[config.mk]
export PLATFORM = sky130hd
export DESIGN_NAME = video_tint_pipe
export DESIGN_NICKNAME = d
export VERILOG_FILES = /design/src/rtl/video_tint_pipe.sv
export SDC_FILE = /design/constraint.sdc
export NUM_CORES = 1
export LEC_CHECK = 0
export BUFFER_PORTS_ARGS = -buffer_cell sky130_fd_sc_hd__buf_2
export CAP_MARGIN = 20
export CORE_UTILIZATION = 55
export CTS_CLUSTER_SIZE = 24
export DETAILED_ROUTE_END_ITERATION = 12
export HOLD_SLACK_MARGIN = 0.15
export PLACE_DENSITY = 0.8
export SYNTH_ARGS = -nofsm -noshare
export SYNTH_HDL_FRONTEND = slang
export SYNTH_SLANG_ARGS = --single-unit
[constraint.sdc]
create_clock -name clk_vga -period 3.22 [get_ports clk_vga]
set_input_delay 0.644 -clock clk_vga [delete_from_list [all_inputs] [get_ports clk_vga]]
set_output_delay 0.644 -clock clk_vga [all_outputs]
set_load 0.1 [all_outputs]
[src/rtl/video_tint_pipe.sv]
// video_tint_pipe: 3-stage luma tint pipeline whose mode changes only at a vsync active edge.
// Optional scanline dimming is built when VIDEO_TINT_SCANLINE_EN is defined.
module video_tint_pipe #(
    parameter int CW     = 6,
    parameter bit VS_ACT = 1'b0,
    parameter bit HS_ACT = 1'b0
) (
    input  logic          clk_vga,
    input  logic          rst_n,
    input  logic [CW-1:0] r_in,
    input  logic [CW-1:0] g_in,
    input  logic [CW-1:0] b_in,
    input  logic          hsync_in,
    input  logic          vsync_in,
    input  logic          de_in,
    input  logic [2:0]    mode,
    input  logic          scan_on,
    output logic [CW-1:0] r_out,
    output logic [CW-1:0] g_out,
    output logic [CW-1:0] b_out,
    output logic          hsync_out,
    output logic          vsync_out,
    output logic          de_out,
    output logic [2:0]    mode_act
);
    logic [CW-1:0] r1_q, g1_q, b1_q, r2_q, g2_q, b2_q, r3_q, g3_q, b3_q;
    logic [CW-1:0] r3_d, g3_d, b3_d, rt, gt, bt, y;
    logic [CW+7:0] pr_q, pg_q, pb_q, pr_d, pg_d, pb_d;
    logic [CW+9:0] y_sum, y_sh;
    logic [2:0]    hs_q, vs_q, de_q;
    logic [2:0]    mode_pend_q, mode_act_q, mode_act_d;
    logic          vs_edge;

    // Edge is the incoming vsync against the S1 copy, so a mode written in
    // the edge cycle itself is still only pending.
    assign vs_edge    = (vsync_in == VS_ACT) && (vs_q[0] != VS_ACT);
    assign mode_act_d = vs_edge ? mode_pend_q : mode_act_q;

    assign pr_d  = (CW+8)'(r1_q) * (CW+8)'(54);
    assign pg_d  = (CW+8)'(g1_q) * (CW+8)'(183);
    assign pb_d  = (CW+8)'(b1_q) * (CW+8)'(19);
    assign y_sum = (CW+10)'(pr_q) + (CW+10)'(pg_q) + (CW+10)'(pb_q);
    assign y_sh  = y_sum >> 8;
    assign y     = |y_sh[CW+9:CW] ? '1 : y_sh[CW-1:0];

`ifdef VIDEO_TINT_SCANLINE_EN
    logic par_q, par_d, hs_edge;
    assign hs_edge = (hsync_in == HS_ACT) && (hs_q[0] != HS_ACT);
    assign par_d   = vs_edge ? 1'b0 : (hs_edge ? ~par_q : par_q);
    always_ff @(posedge clk_vga or negedge rst_n) begin
        if (!rst_n) par_q <= 1'b0;
        else        par_q <= par_d;
    end
`else
    logic scan_on_unused;
    assign scan_on_unused = scan_on;
`endif

    always_comb begin
        rt = r2_q;
        gt = g2_q;
        bt = b2_q;
        case (mode_act_q)
            3'd1:    begin rt = '0;     gt = y;      bt = '0; end
            3'd2:    begin rt = y;      gt = y >> 1; bt = '0; end
            3'd3:    begin rt = y;      gt = y;      bt = y;  end
            3'd4:    begin rt = y >> 1; gt = y >> 1; bt = y;  end
            default: ;
        endcase
`ifdef VIDEO_TINT_SCANLINE_EN
        if (scan_on && par_q) begin
            rt = rt - (rt >> 2);
            gt = gt - (gt >> 2);
            bt = bt - (bt >> 2);
        end
`endif
        r3_d = de_q[1] ? rt : '0;
        g3_d = de_q[1] ? gt : '0;
        b3_d = de_q[1] ? bt : '0;
    end

    always_ff @(posedge clk_vga or negedge rst_n) begin
        if (!rst_n) begin
            {r1_q, g1_q, b1_q} <= '0;
            {r2_q, g2_q, b2_q} <= '0;
            {r3_q, g3_q, b3_q} <= '0;
            {pr_q, pg_q, pb_q} <= '0;
            hs_q               <= {3{~HS_ACT}};
            vs_q               <= {3{~VS_ACT}};
            de_q               <= '0;
            mode_pend_q        <= '0;
            mode_act_q         <= '0;
        end else begin
            {r1_q, g1_q, b1_q} <= {r_in, g_in, b_in};
            {r2_q, g2_q, b2_q} <= {r1_q, g1_q, b1_q};
            {r3_q, g3_q, b3_q} <= {r3_d, g3_d, b3_d};
            {pr_q, pg_q, pb_q} <= {pr_d, pg_d, pb_d};
            hs_q               <= {hs_q[1:0], hsync_in};
            vs_q               <= {vs_q[1:0], vsync_in};
            de_q               <= {de_q[1:0], de_in};
            mode_pend_q        <= mode;
            mode_act_q         <= mode_act_d;
        end
    end

    assign r_out     = r3_q;
    assign g_out     = g3_q;
    assign b_out     = b3_q;
    assign hsync_out = hs_q[2];
    assign vsync_out = vs_q[2];
    assign de_out    = de_q[2];
    assign mode_act  = mode_act_q;
endmodule

==> impl_summary.md, run 1 <==
Synth
By count the netlist is led by sky130_fd_sc_hd__dfrtp_1, sky130_fd_sc_hd__inv_1, sky130_fd_sc_hd__ha_1. The synthesized design spends more area on one cell type than any other, namely sky130_fd_sc_hd__dfrtp_1. In this run, synthesis produced a sequential element count of 102. Sorting the synthesized cells by area gives the leading types as sky130_fd_sc_hd__dfrtp_1, sky130_fd_sc_hd__ha_1, sky130_fd_sc_hd__fa_1. The leading cell type by number of instances after synthesis is sky130_fd_sc_hd__dfrtp_1.

Sequential cells were found to cover 41.9% of the synthesized design area. After synthesis, the mean cell area works out to between 10 and 15 µm². After synthesis the cells add up to 6110 µm². Synthesis produced a netlist with a net count of 687.

After synthesis, the share of flip-flops with an asynchronous set or reset is 100%. The number of library cell types mapped by synthesis is 57. Yosys mapped a number of flops with a built-in enable equal to 0. For this run, the leading register cell type out of synthesis is sky130_fd_sc_hd__dfrtp_1. The Yosys step of the flow raised 0 warnings. The top-area cell type share of the netlist area is 39.3%.

After technology mapping, the gate count stands at ~550.

Timing
Setup repair after global routing could not meet its margin everywhere. The transition time at the pin with the least slew margin is 0.832 ns. The worst path uses 103% of the clock period. The final count of negative-setup-slack endpoints is 4. The achievable frequency is 302 MHz. The worst hold margin is 0.288 ns. Measured against its own limit, the worst slew margin works out to 44.5%.

The final hold violation count is 0. The clock arrives with 0.00923 ns of skew. Once routing completed, OpenROAD measured the worst setup slack at -0.0921 ns. The post-layout minimum cycle time is ~3.3 ns. The max-slew violation count is 0.

The final-layout setup total negative slack is -0.225 ns.

Floorplan
The placeable core area is 10,800 µm². In this run the horizontal extent of the chip is 107 µm. The vertical die dimension is about 110 µm.

For this configuration, the core starts out at a cell density of 56.4%. The die covers 11,500 µm². Pin placement for this block handled 51 I/O pins.

The number of core rows is 38.

Power
For this design the ratio of total power to cell area is 1070 nW/µm². VDD sags by at most 0.821 mV. The analysis attributes to cell leakage a power of 3.54 nW.

Final layout
The finished layout holds roughly 780 standard cells, fillers aside. The fraction of layout cells with a size suffix above 1 is 22.2%. The diode insertion count for antenna repair is 0.

The count of nets after finishing is 764. Once layout is complete, the utilization of the core stands at 65.6%. The flip-flop count of the largest register after layout is 14. The synthesis-to-layout area growth is 16.3%.

Clock network
The CTS tree is built. The worst-case clock buffer depth is 2. The clock-pin slew on the worst setup and hold paths is approximately 0.090 ns.

The number of buffers created by CTS is 9. The tree is rooted in a sky130_fd_sc_hd__clkbuf_8. The clock tree synthesis step divided the H-tree into 3 levels. The later pin in the worst-skew pair is clocked with a latency of around 0.38 ns. Clock tree synthesis found a total of 102 sinks.

Critical path
Along the worst path, the maximum fanout reaches 3. At the worst endpoint, the arrival time is 3.60 ns. The worst register-to-register path has a setup slack of -0.09 ns. The worst register-to-register path begins at g1_q[5]. The required time of the critical path is around 3.5 ns.

Counting cells, the worst reg-to-reg path comes to 12. The critical path class is flip-flop to flip-flop. The element type at the critical path end is a flip-flop. The worst reg2reg path endpoint is pg_q[13]. The critical path launch point type is a flip-flop.

Route
The total wirelength of the detailed-routed design is 12,900 µm. The ratio of routed vias to standard cells is between 5 and 6. The number of design rule violations left after detail routing is 0.

The number of detailed-routing iterations run before antenna repair is 8. For this block, the via count after detailed routing is 4,355. The detailed router finished its first iteration with 301 violations. The final antenna-violating net count is 0. The post-detailed-route wirelength per cell is around 17 µm.

GRT
The number of antenna violations at the first check in global routing is 0. The first-pass GRT wire length is 21,300 µm. The global-route total usage across every layer is 24.5%.

After global routing the overflow that remains totals 0. The pin count of the biggest net entering global routing is 53. The number of global-route vias before repair is approximately 4,500.

Outcome
The flow ran to the end, but the final reports show violations. The final reports fail on negative setup slack.

Place
The wire-length estimate of the detail-placed layout is 9700 µm. The minimum setup slack after placement is -0.153 ns. In this run, placement finished with an instance count of about 760.

The count of input and output buffers is a little under 50. At the end of routability-driven placement, the weighted congestion stood at 0.885.

Job
The number of maximum-capacitance constraint violations is 0.

Hold path
The type of the worst min-delay path is input pin to asynchronous set/reset pin.
final cells by class:
| cell class | instances | area (µm²) |
|---|---|---|
| fill | 757 | 3730 |
| multi-input combinational | 357 | 3370 |
| inverter | 84 | 315 |
| timing repair buffer | 77 | 487 |
| sequential | 102 | 2560 |
| clock buffer | 11 | 141 |
| clock inverter | 5 | 57.6 |
| tap | 140 | 175 |
power by group:
part / internal (mW) / total (mW) / switching [mW]
combinational: 1.89 / 5.08 / 3.19
clock: 0.382 / 0.808 / 0.426
sequential: 1.56 / 1.72 / 0.161
cell usage in the layout (no fill, tap or decap), drive strengths merged, types with 15 or more instances in the layout:
master	Yosys	routed
fa	30	30
nor3	15	15
a21oi	27	27
nand2	18	18
xnor2	17	17
inv	83	84
buf	1	77
o21ai	32	32
nor2	20	20
dfrtp	96	96
ha	76	76
worst max path at each step:
stage                  from       end  cells after the start  slack, ns
finish              g1_q[5]  pg_q[13]                     12      -0.09
floorplan           g1_q[5]  pg_q[13]                     12       0.01
detailed placement  g1_q[3]  pg_q[12]                     13      -0.15
global placement    g1_q[5]  pg_q[13]                     12      -0.13
CTS                 g1_q[5]  pg_q[13]                     12      -0.13
global route        g1_q[5]  pg_q[13]                     12      -0.21
timing repair:
action                                  4_1_cts  5_1_grt
buffers inserted                              0        4
pin swaps                                     2        9
gates resized for setup                      12       24
endpoints found under the setup margin        5       14
hold buffers                                  0        0
endpoints found under the hold margin         0        0
stage by stage:
step / power, mW / instance area [µm²]
finish: 7.60 / 7110
CTS: 7.36 / 6960
detailed placement: 6.49 / 6710
floorplan: 5.37 / 6130
global placement: 6.35 / 6710
global route: 8.14 / 7110
cell families (layout without fill, tap and decap cells):
kind of cell	after synthesis	in the layout	share of synthesized area [%]
XOR/XNOR	24	24	3.44
adder cells (fa/ha/maj)	106	106	25.4
AND/OR/NAND/NOR	103	103	9.05
buffers and inverters	95	177	5.86
AO/OA/AOI/OAI	123	123	14.2
multiplexers	1	1	0.184
flip-flops	102	102	41.9
worst max-delay path: stages (launching register included):
cell,delay [ns]
sky130_fd_sc_hd__dfrtp_1,0.41
sky130_fd_sc_hd__fa_1,0.56
sky130_fd_sc_hd__inv_2,0.05
sky130_fd_sc_hd__fa_1,0.48
sky130_fd_sc_hd__fa_1,0.54
sky130_fd_sc_hd__inv_2,0.05
sky130_fd_sc_hd__ha_4,0.21
sky130_fd_sc_hd__nor2b_4,0.12
sky130_fd_sc_hd__o21ai_2,0.14
sky130_fd_sc_hd__a21boi_2,0.09
sky130_fd_sc_hd__o21ai_2,0.21
sky130_fd_sc_hd__a21oi_2,0.11
sky130_fd_sc_hd__o311ai_2,0.23
metal layers:
metal	GRT usage (%)	up-vias	wire length, µm
li1	-	2064	-
met1	30.1	2103	5340
met2	40.2	153	6390
met3	5.27	35	684
met4	13.8	0	464
met5	0	-	0
No activity file was read; power rests on OpenSTA's default activity.
==> run 2, diff against run 1 <==
Settings changed: CORE_MARGIN from default to 10.
==> impl_summary.md, run 2 (synthesis results as in run 1) <==
Place
Routability-driven placement finished with a final weighted congestion of 0.881. Summing all placed instances gives a cell area of approximately 6700 µm². The count of buffers added on input and output ports is 49. Detailed placement ended at an HPWL of 10,400 µm. The number of placed cells counting well taps is 758.

Timing
The final-layout setup total negative slack is -0.443 ns. Across all hold checks on the routed design, the worst slack comes to 0.269 ns. The final count of negative-setup-slack endpoints is 3. The transition time at the pin with the least slew margin is 0.670 ns. The worst setup skew after layout is 0.0170 ns. Once routing completed, OpenROAD measured the worst setup slack at -0.180 ns. The worst slew slack as a fraction of its limit is 55.3%.

Derived from the worst setup path, the maximum achievable clock frequency is 294 MHz. The final hold violation count is 0. Setup repair after global routing could not meet its margin everywhere.

The post-layout minimum cycle time is 3.40 ns. The portion of the clock cycle consumed by the worst path in the final layout is 106%. The max-slew violation count is 0.

Route
The post-detailed-route wirelength per cell is 17.5 µm. The total wirelength of the detailed-routed design is 13,700 µm. The first-iteration detailed-routing DRC count is 254. In this run the remaining antenna-violating nets after routing total 0. The number of detailed-routing iterations run before antenna repair is 5. The total number of vias is about 4,300. After detailed routing, the number of remaining DRC violations is 0. In the routed layout, each cell is associated on average with a via count of 5.54.

Final layout
In the final layout, the multi-input gates occupy 3350 µm². The finished cells cover 7140 µm². The most common cell after layout, fill and taps aside is sky130_fd_sc_hd__dfrtp_1.

The share of the core filled with cells in the final layout is 65.9%. The synthesis-to-layout area growth is 16.9%. For this run, the post-layout net count is about 770. The flip-flop count of the largest register after layout is 14. In the layout the commonest cells are sky130_fd_sc_hd__dfrtp_1, sky130_fd_sc_hd__inv_1, sky130_fd_sc_hd__ha_1.

Summing all flip-flop and latch instances after layout gives ~2600 µm². The filler cell count in the final layout is ~810. 0 antenna diodes ended up in the layout.

The final instance count without filler cells is 779. In the final layout, the share of cells above drive strength 1 is 22.2%.

GRT
The number of global-route vias before repair is 4,523. In the global route stage, met3 resource usage came out at just over 5%. For met1 alone, demand over resource in global routing was 21.6%. The global routing stage identified its most utilized layer as met2. The sum of overflow across all layers after global routing is 0.

Entering global routing, the biggest net connects 53 pins. The global-route total usage across every layer is 17.5%. For this run, global-route usage on met2 was measured as between 20% and 30%. The first-pass GRT wire length is about 22,000 µm. The number of antenna violations at the first check in global routing was 0.

Clock network
In this run the clock root is driven by a sky130_fd_sc_hd__clkbuf_8. The total number of H-tree levels is 3. The clock reaches the later pin of the worst-skew pair after 0.40 ns.

The worst-case clock buffer depth is 2. For this design, the sink count on the clock tree is 102. Counting the buffers created by CTS gives 9.

After clock tree synthesis, the clock-pin slew on the worst setup and hold paths is roughly 0.10 ns. The CTS tree is built.

Floorplan
In this run the count of I/O pins placed on the die edge is 51. Measured along the x axis, the die boundary spans ~130 µm. The die covers 15,700 µm².

The placeable core area is 10,800 µm². The initial core utilization is between 50% and 60%. After floorplanning, the core was divided into 38 placement rows. Measured along the y axis, the die boundary spans 125 µm.

Power
The analysis attributes to cell leakage a power of 3.57 nW. VDD sags by at most approximately 0.73 mV. The total power density per cell area is 1110 nW/µm².

Job
The number of maximum-capacitance constraint violations is 0.

Critical path
The biggest fanout along the worst timing path is 3. The data arrival time of the worst path is roughly 3.7 ns. The required time of the critical path is roughly 3.5 ns.

The worst setup path is launched from a flip-flop. The element type at the critical path end is a flip-flop. The critical path class is flip-flop to flip-flop.

Outcome
The checks that failed: negative setup slack. The flow ran to the end, but the final reports show violations.

Hold path
The type of the worst min-delay path is input pin to asynchronous set/reset pin.
run 2: final cells by class:
class	count	area share [%]
tap	140	2.45
inverter	84	4.42
timing repair buffer	80	6.90
clock inverter	6	1.66
sequential	102	35.9
clock buffer	10	1.79
multi-input combinational	357	46.9
run 2: what timing repair did:
| item | 4_1_cts | 5_1_grt |
|---|---|---|
| setup endpoints to repair | 5 | 12 |
| gates resized for setup | 9 | 21 |
| hold buffers | 0 | 0 |
| setup buffers | 3 | 4 |
| pin swaps | 3 | 12 |
run 2: critical path, cell delays in order (launching register included):
cell and delay, ns:
sky130_fd_sc_hd__dfrtp_1 0.41, sky130_fd_sc_hd__fa_1 0.56, sky130_fd_sc_hd__inv_2 0.05, sky130_fd_sc_hd__fa_1 0.48
sky130_fd_sc_hd__fa_1 0.57, sky130_fd_sc_hd__inv_2 0.06, sky130_fd_sc_hd__ha_4 0.22, sky130_fd_sc_hd__nor2b_4 0.13
sky130_fd_sc_hd__o21ai_2 0.17, sky130_fd_sc_hd__a21boi_2 0.10, sky130_fd_sc_hd__o21ai_2 0.23, sky130_fd_sc_hd__a21oi_2 0.10
sky130_fd_sc_hd__o311ai_2 0.24
run 2: through the flow:
step                power [mW]  setup WS [ns]
CTS                       7.62         -0.167
global placement          6.41         -0.138
finish                    7.90         -0.180
detailed placement        6.55         -0.217
floorplan                 5.37         0.0145
global route              8.46         -0.321
run 2: report_power, final:
part / internal [mW] / switching (mW)
clock network: 0.526 / 0.465
registers: 1.56 / 0.151
logic: 1.96 / 3.24
total: 4.05 / 3.85
run 2: worst paths after layout:
| check | start | cells after the start | end | slack, ns |
|---|---|---|---|---|
| worst max-delay path | g1_q[5] | 12 | pg_q[13] | -0.18 |
| worst min-delay path | rst_n | 1 | mode_pend_q[0] | 0.27 |
| worst max register to register | g1_q[5] | 12 | pg_q[13] | -0.18 |
| worst min register to register | vs_q[1] | 0 | vs_q[2] | 0.36 |
| max in group asynchronous | rst_n | 2 | vs_q[0] | 2.17 |
| min in group clk_vga | hsync_in | 1 | hs_q[0] | 0.34 |
run 2: layer usage:
metal  wire length, µm  up-vias  part of all wire [%]
met5                 0        -                     0
met4               316        0                   2.3
met3               734       28                   5.4
met2              6770      122                    50
met1              5830     2095                    43
li1                  -     2070                     -
==> run 3, diff against run 2 <==
Settings changed: CORE_UTILIZATION 55 to 56, CTS_BUF_LIST from default to sky130_fd_sc_hd__clkbuf_8, PLACE_DENSITY 0.8 to 0.81.
==> impl_summary.md, run 3 (synthesis results as in run 1) <==
Final layout
The fraction of layout cells with a size suffix above 1 is 21.3%. The flip-flop count of the largest register after layout is 14. The count of nets after finishing is 766. The share of the core filled with cells in the final layout is around two thirds. Leaving out fill and tap cells, the most frequent cell in the layout is sky130_fd_sc_hd__dfrtp_1.

In the final layout, the multi-input gates occupy 3320 µm². The synthesis-to-layout area growth is 15.0%. Registers take 2560 µm².

In the layout the commonest cells are sky130_fd_sc_hd__dfrtp_1, sky130_fd_sc_hd__inv_1, sky130_fd_sc_hd__ha_1. The filler cell count in the final layout is ~800. The repair_antennas step left the layout with diodes totalling 0.

Clock network
The hold-fix buffer count after cts is 0. The number of buffers created by CTS is 9. The clock-pin slew on the worst setup and hold paths is approximately 0.10 ns.

Clock tree synthesis selected as its root buffer the cell sky130_fd_sc_hd__clkbuf_8. The clock passes through at most 2 buffers. The CTS tree is built. For the worst-skew pair, the clock arrives at the later sink with an insertion delay of 0.38 ns.

The TritonCTS sink count is 102. CTS built an H-tree with a depth of 3.

Timing
The final hold violation count was 0. The worst pin sits at a relative slew slack of a little over two fifths. The clock arrives with approximately 0.012 ns of skew. The worst hold margin is 0.272 ns. Setup violations remaining at the end of the flow were counted as 2. The transition time at the pin with the least slew margin is ~0.86 ns.

The max-slew violation count is 0. Subtracting the final worst setup slack from the clock period gives 3.26 ns. The achievable frequency is 306 MHz.

Setup slack on the critical path of the routed design comes to -0.0444 ns. The portion of the clock cycle consumed by the worst path in the final layout is 101%. Setup repair after global routing could not meet its margin everywhere.

Critical path
The most critical setup path has its startpoint at g1_q[5]. The launch instance of the worst register-to-register path is g1_q[5]. The critical path class is flip-flop to flip-flop. The register-to-register setup slack is -0.04 ns. The most critical setup path has its endpoint at pg_q[13]. The critical path launch point type is a flip-flop. The number of cells on the worst reg-to-reg path is 12. The worst reg2reg path endpoint is pg_q[13].

STA puts the critical path data required time at 3.51 ns. The element type at the critical path end is a flip-flop. The biggest fanout along the worst timing path is 3.

For the worst setup path, the data arrival time is ~3.6 ns.

Job
The number of maximum-capacitance constraint violations is 0.

Place
The final estimated routing congestion in global placement is between 0.9 and 1. The count of input and output buffers is a little under 50. The final HPWL from detailed placement is 10,500 µm.

Route
The final antenna-violating net count is 0. The total met3 wirelength after detailed routing is 802 µm. The total number of vias is 4,294.

For this block, the routed nets add up to 13,400 µm of wire. After detailed routing, the number of vias per cell comes to 5.52. After detailed routing, the average wire length per cell comes to 17.2 µm. The first TritonRoute pass finished after 4 iterations.

The first-iteration detailed-routing DRC count is 300. The highest layer touched by signal routing is met4. Summed over all nets, wire length on met2 after detailed routing comes to approximately 6800 µm.

The number of design rule violations left after detail routing is 0. The met1 wire length is 5600 µm.

Outcome
The final reports fail on negative setup slack. The run finished, with violations left.

Floorplan
The area enclosed by the die boundary is 15,500 µm². The vertical die dimension is approximately 120 µm. The number of core rows is 38. The die is approximately 120 µm wide. The number of top-level design ports is 51. The floorplan step defined a core boundary enclosing 10,700 µm². The initial utilization of the core area, before any placement, comes to 56.9%.

GRT
The number of antenna violations at the first check in global routing is 0. The first-pass GRT wire length is 22,600 µm. The pin count of the biggest net entering global routing is 54. Global routing finished with a remaining overflow of 0. The global-route total usage across every layer is between 10% and 20%. The number of global-route vias before repair is 4,583.

Power
The highest ir drop seen on vdd is 0.668 mV. For this design the ratio of total power to cell area is about 1100 nW/µm². The total power consumption of the routed design is 7.66 mW. The cell leakage power is 3.52 nW.

Hold path
The type of the worst min-delay path is input pin to asynchronous set/reset pin.
## run 3: per-layer routing
layer  vias to the layer above  GRT usage (%)
met2                       114           29.4
met4                         0           4.73
met3                        16           6.00
met1                      2100           21.5
met5                         -              0
li1                       2064              -
## run 3: power by group
| part | switching, mW | total [mW] | internal (mW) | leakage (nW) |
|---|---|---|---|---|
| Clock | 0.417 | 0.710 | 0.292 | 0.0921 |
| Sequential | 0.160 | 1.72 | 1.56 | 1.21 |
| Combinational | 3.25 | 5.23 | 1.98 | 2.21 |
| Total | 3.83 | 7.66 | 3.83 | 3.52 |
## run 3: layout make-up
class | instances | share of cell area [%]
tap | 140 | 2.49
multi-input combinational | 357 | 47.3
inverter | 84 | 4.49
sequential | 102 | 36.4
clock buffer | 10 | 1.96
timing repair buffer | 79 | 6.91
clock inverter | 6 | 0.445
## run 3: worst min-delay path by stage
stage	start	endpoint	slack (ns)	cells after the start
4_1_cts	rst_n	g2_q[5]	0.28	1
2_1_floorplan	de_q[0]	de_q[1]	0.33	0
6_report	rst_n	mode_act[1]	0.27	1
3_5_place_dp	de_q[0]	de_q[1]	0.34	0
3_3_place_gp	de_q[0]	de_q[1]	0.34	0
5_1_grt	rst_n	g2_q[5]	0.30	1
## run 3: worst max-delay path, cell delays in order, from the launching register on
cell and delay [ns]:
sky130_fd_sc_hd__dfrtp_1 0.42, sky130_fd_sc_hd__fa_1 0.57, sky130_fd_sc_hd__inv_2 0.05, sky130_fd_sc_hd__fa_1 0.45, sky130_fd_sc_hd__fa_1 0.51, sky130_fd_sc_hd__inv_2 0.05, sky130_fd_sc_hd__ha_4 0.21, sky130_fd_sc_hd__nor2b_4 0.12
sky130_fd_sc_hd__o21ai_2 0.17, sky130_fd_sc_hd__a21boi_2 0.09, sky130_fd_sc_hd__o21ai_2 0.19, sky130_fd_sc_hd__a21oi_2 0.10, sky130_fd_sc_hd__o311ai_2 0.23
## run 3: what timing repair did
action | in CTS | in global routing
pin swaps | 8 | 8
resized for setup | 16 | 10
endpoints found under the setup margin | 6 | 10
setup buffers | 4 | 2
## run 3: metrics by stage
step / instances / TNS (ns) / instance area (µm²) / worst slack (ns)
finish: 778 / -0.0612 / 7030 / -0.0444
global route: 778 / -0.713 / 7030 / -0.168
floorplan: 554 / 0 / 6130 / 0.0145
detailed placement: 758 / -0.680 / 6720 / -0.185
CTS: 778 / -0.156 / 6970 / -0.0725
global placement: 758 / -0.356 / 6720 / -0.126
